[src/rtl/cache_req_arb.sv]
// cache_req_arb: two-port request arbiter with in-order response steering.
// Define CACHE_REQ_ARB_RR_EN for round-robin ties; default is port 0 priority.
package cache_req_arb_pkg;
  typedef struct packed {
    logic [2:0]  typ;
    logic [7:0]  opaque;
    logic [31:0] addr;
    logic [1:0]  len;
    logic [31:0] data;
  } mem_req_4B_t;

  typedef struct packed {
    logic [2:0]  typ;
    logic [7:0]  opaque;
    logic [1:0]  test;
    logic [1:0]  len;
    logic [31:0] data;
  } mem_resp_4B_t;
endpackage

module cache_req_arb
  import cache_req_arb_pkg::*;
#(
  parameter int DEPTH = 4
) (
  input  logic         clk,
  input  logic         rst,
  input  logic         req0_val,
  output logic         req0_rdy,
  input  mem_req_4B_t  req0_msg,
  input  logic         req1_val,
  output logic         req1_rdy,
  input  mem_req_4B_t  req1_msg,
  output logic         resp0_val,
  input  logic         resp0_rdy,
  output mem_resp_4B_t resp0_msg,
  output logic         resp1_val,
  input  logic         resp1_rdy,
  output mem_resp_4B_t resp1_msg,
  output logic         cachereq_val,
  input  logic         cachereq_rdy,
  output mem_req_4B_t  cachereq_msg,
  input  logic         cacheresp_val,
  output logic         cacheresp_rdy,
  input  mem_resp_4B_t cacheresp_msg
);
  localparam int AW = $clog2(DEPTH);
  localparam int CW = $clog2(DEPTH + 1);

  typedef enum logic {
    IDLE,
    LOCKED
  } state_t;

  state_t           state;
  logic             lock_id;
  logic             win;
  logic             tie_pick;
  logic             fire;
  logic             pop;
  logic             full;
  logic             empty;
  logic             head;
  logic [DEPTH-1:0] tags;
  logic [AW-1:0]    wr_ptr;
  logic [AW-1:0]    rd_ptr;
  logic [CW-1:0]    count;

`ifdef CACHE_REQ_ARB_RR_EN
  logic rr_ptr;

  always_ff @(posedge clk or negedge rst) begin
    if (!rst) begin
      rr_ptr <= 1'b0;
    end else if (fire) begin
      rr_ptr <= ~win;
    end
  end

  assign tie_pick = rr_ptr;
`else
  assign tie_pick = 1'b0;
`endif

  assign full  = (count == CW'(DEPTH));
  assign empty = (count == '0);

  always_comb begin
    win = tie_pick;
    if (state == LOCKED) begin
      win = lock_id;
    end else begin
      unique case (1'b1)
        (req0_val && !req1_val): win = 1'b0;
        (!req0_val && req1_val): win = 1'b1;
        default:                 win = tie_pick;
      endcase
    end
  end

  // Request side is gated by reset so nothing leaks out while held.
  assign cachereq_val = rst && (win ? req1_val : req0_val) && !full;
  assign cachereq_msg = win ? req1_msg : req0_msg;
  assign req0_rdy     = rst && !win && cachereq_rdy && !full;
  assign req1_rdy     = rst && win && cachereq_rdy && !full;
  assign fire         = cachereq_val && cachereq_rdy;

  assign head          = tags[rd_ptr];
  assign cacheresp_rdy = !empty && (head ? resp1_rdy : resp0_rdy);
  assign pop           = cacheresp_val && cacheresp_rdy;
  assign resp0_val     = cacheresp_val && !empty && !head;
  assign resp1_val     = cacheresp_val && !empty && head;
  assign resp0_msg     = cacheresp_msg;
  assign resp1_msg     = cacheresp_msg;

  always_ff @(posedge clk or negedge rst) begin
    if (!rst) begin
      state   <= IDLE;
      lock_id <= 1'b0;
    end else begin
      unique case (state)
        IDLE: begin
          if (cachereq_val && !cachereq_rdy) begin
            state   <= LOCKED;
            lock_id <= win;
          end
        end
        LOCKED: begin
          if (fire) begin
            state <= IDLE;
          end
        end
        default: state <= IDLE;
      endcase
    end
  end

  always_ff @(posedge clk or negedge rst) begin
    if (!rst) begin
      tags   <= '0;
      wr_ptr <= '0;
      rd_ptr <= '0;
      count  <= '0;
    end else begin
      if (fire) begin
        tags[wr_ptr] <= win;
        wr_ptr       <= wr_ptr + AW'(1);
      end
      if (pop) begin
        rd_ptr <= rd_ptr + AW'(1);
      end
      if (fire && !pop) begin
        count <= count + CW'(1);
      end else if (pop && !fire) begin
        count <= count - CW'(1);
      end
    end
  end
endmodule

[config.mk]
export PLATFORM = sky130hd
export DESIGN_NAME = cache_req_arb
export DESIGN_NICKNAME = d
export VERILOG_FILES = /design/src/rtl/cache_req_arb.sv
export SDC_FILE = /design/constraint.sdc
export NUM_CORES = 1
export LEC_CHECK = 0
export BUFFER_PORTS_ARGS = -buffer_cell sky130_fd_sc_hd__buf_2
export CAP_MARGIN = 10
export CORE_AREA = 4 4 149 151
export CTS_CLUSTER_DIAMETER = 150
export DETAILED_ROUTE_END_ITERATION = 12
export DIE_AREA = 0 0 153 155
export GPL_TIMING_DRIVEN = 0
export PLACE_DENSITY = 0.49
export SYNTH_ARGS = -nofsm -noshare
export SYNTH_HDL_FRONTEND = slang
export SYNTH_SLANG_ARGS = --single-unit
[constraint.sdc]
create_clock -name clk -period 2.4 [get_ports clk]
set_input_delay 0.36 -clock clk [delete_from_list [all_inputs] [get_ports clk]]
set_output_delay 0.36 -clock clk [all_outputs]
set_load 0.005 [all_outputs]
---- Word level (Yosys, flattened, before mapping) ----
Cells that the tools add are included.
word-level totals
  bits of input ports ..................... 209
  output and inout port bits .............. 177
  register bits ........................... 13
cells by class
  $lt $le $gt $ge ......................... 3
  bitwise logic cells ..................... 1
  reductions and logical operators ........ 30
  multiplexer cells ....................... 15
  equal/unequal tests ..................... 1
  add/sub/neg operators ................... 4
operator list
  operator               number
  $mux W77               1
  $logic_and A1 B1 Y1    19
  $logic_not A1 Y1       8
  $mux W1                8
  $lt A2 B3 Y1 const B   2
  $mux W3                2
  $add A2 B1 Y2 const B  2
  $bwmux W4              1
  $add A3 B1 Y3 const B  1
  $eq A3 B3 Y1 const B   1
  $logic_not A3 Y1       1
  $sub A3 B1 Y3 const B  1
  $bmux W1 S2            1
  $demux W1 S2           1
  $ge A2 B1 Y1 const B   1
  $pmux W1 S2            1
  $reduce_and A2 Y1      1
  $reduce_bool A2 Y1     1
  $not A1 Y1             1

---- Longest topological paths before layout ----
  word-level depth ........................ 12
  depth in mapped cells ................... 10

---- Least setup slack after synthesis ----
No wires, ideal clock.
  path type ............................... register to register
  from .................................... register rd_ptr[1]
  to ...................................... register count[1]
  path slack .............................. 0.172 ns
  buffers on the path ..................... 0
  data required time ...................... 2.275 ns
  cell stages (with the launch flop) ...... 9
  arrival time ............................ 2.103 ns
  path through ............................ dfrtp_1 -> mux2i_1 -> mux2i_1 -> mux2i_1 -> or2_2 -> ha_1 -> inv_1 -> fa_1 -> mux2_2
between the ends
  word-level cells in the longest chain between the ends .. 8
  elaborated cells on any way between the ends .. 10
  classes of those cells .................. 4 x mux; 6 x reduce/logical
RTL lines
  element                                        line  RTL
  start, declared                                66    logic [AW-1:0] rd_ptr;
  start signal, assigned                         150   rd_ptr <= rd_ptr + AW'(1);
  $bmux W1 S2 *                                  108   assign head = tags[rd_ptr];
  $mux W1 (implied by the code) *                108
  $mux W1 *                                      109   assign cacheresp_rdy = !empty && (head ? resp1_rdy : resp0_rdy);
  $logic_and A1 B1 Y1 *                          109
  $logic_and A1 B1 Y1 *                          110   assign pop = cacheresp_val && cacheresp_rdy;
  $logic_not A1 Y1                               152   if (fire && !pop) begin
  $logic_and A1 B1 Y1                            152
  $mux W3 or $reduce_bool A2 Y1 (tied branches)  --
  end signal, assigned                           153   count <= count + CW'(1);
  end signal, assigned                           155   count <= count - CW'(1);
  end, declared                                  67    logic [CW-1:0] count;
Every way passes the cells marked *; elsewhere a longest branch is shown, timed or not. The select of a mux whose other input is x is not followed.
A chain may end at the register's enable or synchronous reset.

---- Final worst setup path ----
Same ends and word-level chain as after synthesis.

==> results.md <==
- FP Rows: 53
- Inserted Diodes: 0
- #FFs+latches synth: 13
- First-pass GRT wire length: 16.4 mm
- Synth Flop Type: dfrtp_1
- Peak supply drop: 0.412 mV
- Clk sinks: 13
- Ys async rst share: 1.00
- CP max FO: 3
- Fmax: 431 MHz
- Setup TNS: 0 ns
- DPL Wire Length: 10.9 mm
- Hold Crit Class: in -> async
- Layout cell share with drive strength beyond 1: 0.902
- First-pass DRT Iterations: 4
- Reg2Reg Capture Point: count[1]$_DFFE_PN0P_
- Vias in the first global route: 3,023
- Die height: 155 um
- RSZ-0062 raised after global routing: yes
- Final Setup Violations: 0
- Slew Limit Fails: 0
- Slowest stage delay, CP: 0.41 ns
- CP endpoint kind: flop
- I/O Pins: 386
- GRT Overall Usage: 0.0864
- Cell type contributing the most total cell area after synthesis: mux2_2
- Post-Syn Nets: 467
- Die X: 153 um
- Skew final: 0.00209 ns
- Worst Setup SP: rd_ptr[1]$_DFFE_PN0P_
- DRT iter0 DRCs: 95
- Static Leakage: 2.57 nW
- CTS HTree Levels: 1
- CTS root buf: clkbuf_16
- Post-synth cell types: 28
- DR vias/cell: 3.40
- WP data arrival: 2.44 ns
- CTS tree: yes
- GRT overflow: 0
- Routed WL: 11.7 mm
- Crit path cell chain: mux2i_2 > mux2i_2 > mux2i_1 > or2_2 > ha_2 > inv_1 > fa_1 > mux2_2
- Routed Antenna Nets: 0
- Worst slew margin: 0.778
- Worst-case clock buffer depth: 2
- Most area-consuming cells after synthesis: mux2_2 (36%), buf_4 (31%), dfrtp_1 (13%)
- CP required: 2.52 ns
- Status: complete, no violations
- Fin. Hold Viols: 0
- Critical path class: reg -> reg
- Synth Instances: 252
- Syn Area/Cell: 9.67 um2
- Count leader, synth: buf_4
- Die footprint: 0.0237 mm2
- Worst r2r path cells: 8
- Final min period: 2.32 ns
- PortBufs: 338
- Via count: 2,973
- Clock-pin slew on the worst setup and hold paths: 0.05 ns
- Largest net degree at the start of global routing: 15
- GPL Wtd Cong: 0.799
- Clock latency on the worst-skew pair: 0.24 ns
- MaxCap Viol Count: 0
- Startpoint Class: flop
- Layout area overhead: 89.7%
- CP most frequent cell: mux2i_2
- Fin crit share: 0.966
- Startpoint of the worst register-to-register path: rd_ptr[1]$_DFFE_PN0P_
- Post-synth top area share: 0.361
- Seq/Total Area, Yosys: 0.134
- Synth warn: 0
- Worst Tran Pin Value: 0.331 ns
- Power Density: 714 mW/mm2
- Final net count: 815
- Initial antenna violation count: 0
- Initial Utilization: 0.117
- Core footprint: 0.0208 mm2
- Crit path to: count[1]$_DFFE_PN0P_
- Slowest-stage cell, CP: dfrtp_1
- EDFF count, synth: 0
- Wire length per cell: 13.4 um
- Fillers: 2,318
- Cell Area, Placed: 0.00447 mm2
- Final instance area: 0.00462 mm2
- CTS Buf Count: 3
- DRC: 0
- Commonest cells post-synth: buf_4 (100), mux2_2 (78), dfrtp_1 (13)
- R2r setup slk: 0.08 ns
- Mapped Area: 0.00244 mm2
-- metal layers --
metal,vias to the layer above,global-route usage,share of wire
li1,1469,-,-
met1,1273,0.102,0.37
met2,225,0.160,0.52
met3,6,0.0209,0.099
met4,0,0.0182,0.010
met5,-,0,0
-- critical path: cells and delay by family (launching register included) --
family                   cells  cell delay [ns]
adder cells (fa/ha/maj)      2             0.58
buffers and inverters        1             0.06
flip-flops                   1             0.41
multiplexers                 4             0.84
AND/OR/NAND/NOR              1             0.29
-- kinds of logic after synthesis --
kind of cell	count (synthesis)	synth area share
XOR/XNOR	5	0.0180
adder cells (fa/ha/maj)	6	0.0339
multiplexers	86	0.395
AND/OR/NAND/NOR	17	0.0365
AO/OA/AOI/OAI	15	0.0514
flip-flops	13	0.134
buffers and inverters	110	0.331
-- metrics by stage --
stage	setup slack, ns	hold slack (ns)	power, mW	cells	util
6_report	0.0805	0.00756	3.30	874	0.222
5_1_grt	-0.0578	0.0349	3.58	874	0.222
4_1_cts	0.00862	0.0159	3.36	872	0.221
3_5_place_dp	-0.0856	0.274	2.92	865	0.215
3_3_place_gp	-0.0159	0.270	2.91	865	0.215
2_1_floorplan	0.172	0.0644	1.96	252	-
-- power by group --
group	leakage, nW	internal (mW)	switching, mW
registers	0.153	0.336	0.133
clock network	0.0409	0.222	0.0926
logic	2.38	1.48	1.04
-- sequential cells by signal (all words and copies together) (netlist names), named ones only --
register,cells
rd_ptr,2
tags,4
lock_id,1
wr_ptr,2
count,3
-- layout by cell type (no fill, tap or decap) --
cell type  netlist  routed
a2111oi_4        1       1
a21oi_2          0       1
a31oi_1          6       6
a41oi_1          4       4
and3_1           1       1
buf_2            3     339
buf_4          100     106
buf_6            2       3
clkbuf_16        0       3
clkinv_2         0       1
dfrtp_1         13      13
fa_1             1       1
ha_1             5       4
ha_2             0       1
inv_1            5       5
mux2_2          78      78
mux2_4           1       1
mux2i_1          7       4
mux2i_2          0       3
nand2_1          1       1
nand2_2          1       1
nand2b_1         1       1
nor2_1           7       7
nor2b_1          1       1
nor3_1           1       1
nor3b_1          3       2
nor3b_2          0       1
o21a_1           1       1
o21ai_0          1       1
o31ai_1          1       1
or2_2            1       1
xnor2_1          2       2
xor2_1           3       3
-- layout make-up --
cell class	instances	area [um2]	area share
flip-flops and latches	13	325	0.0704
clock buffers	3	75.1	0.0162
well taps	275	344	0.0745
repair buffers	343	1730	0.374
inverters	5	18.8	0.00406
multi-input cells	129	1330	0.287
plain buffers	105	797	0.172
clock inverters	1	5.00	0.00108
-- how the worst min path moves through the flow --
| stage | end | startpoint | cells past startpoint | slack (ns) |
|---|---|---|---|---|
| 2_1_floorplan | asynchronous set/reset pin | rst | 0 | 0.06 |
| 3_3_place_gp | count[1]$_DFFE_PN0P_ | rst | 1 | 0.27 |
| 3_5_place_dp | rd_ptr[0]$_DFFE_PN0P_ | rst | 1 | 0.27 |
| 4_1_cts | rd_ptr[0]$_DFFE_PN0P_ | rst | 1 | 0.02 |
| 5_1_grt | rd_ptr[0]$_DFFE_PN0P_ | rst | 1 | 0.03 |
| 6_report | rd_ptr[0]$_DFFE_PN0P_ | rst | 1 | 0.008 |
-- what timing repair did --
action,4_1_cts,5_1_grt
hold buffers,0,0
pin swaps,0,2
setup endpoints to repair,58,62
gates resized for setup,6,3
setup buffers,3,2
Note: power is estimated with default switching activity, not from simulation.
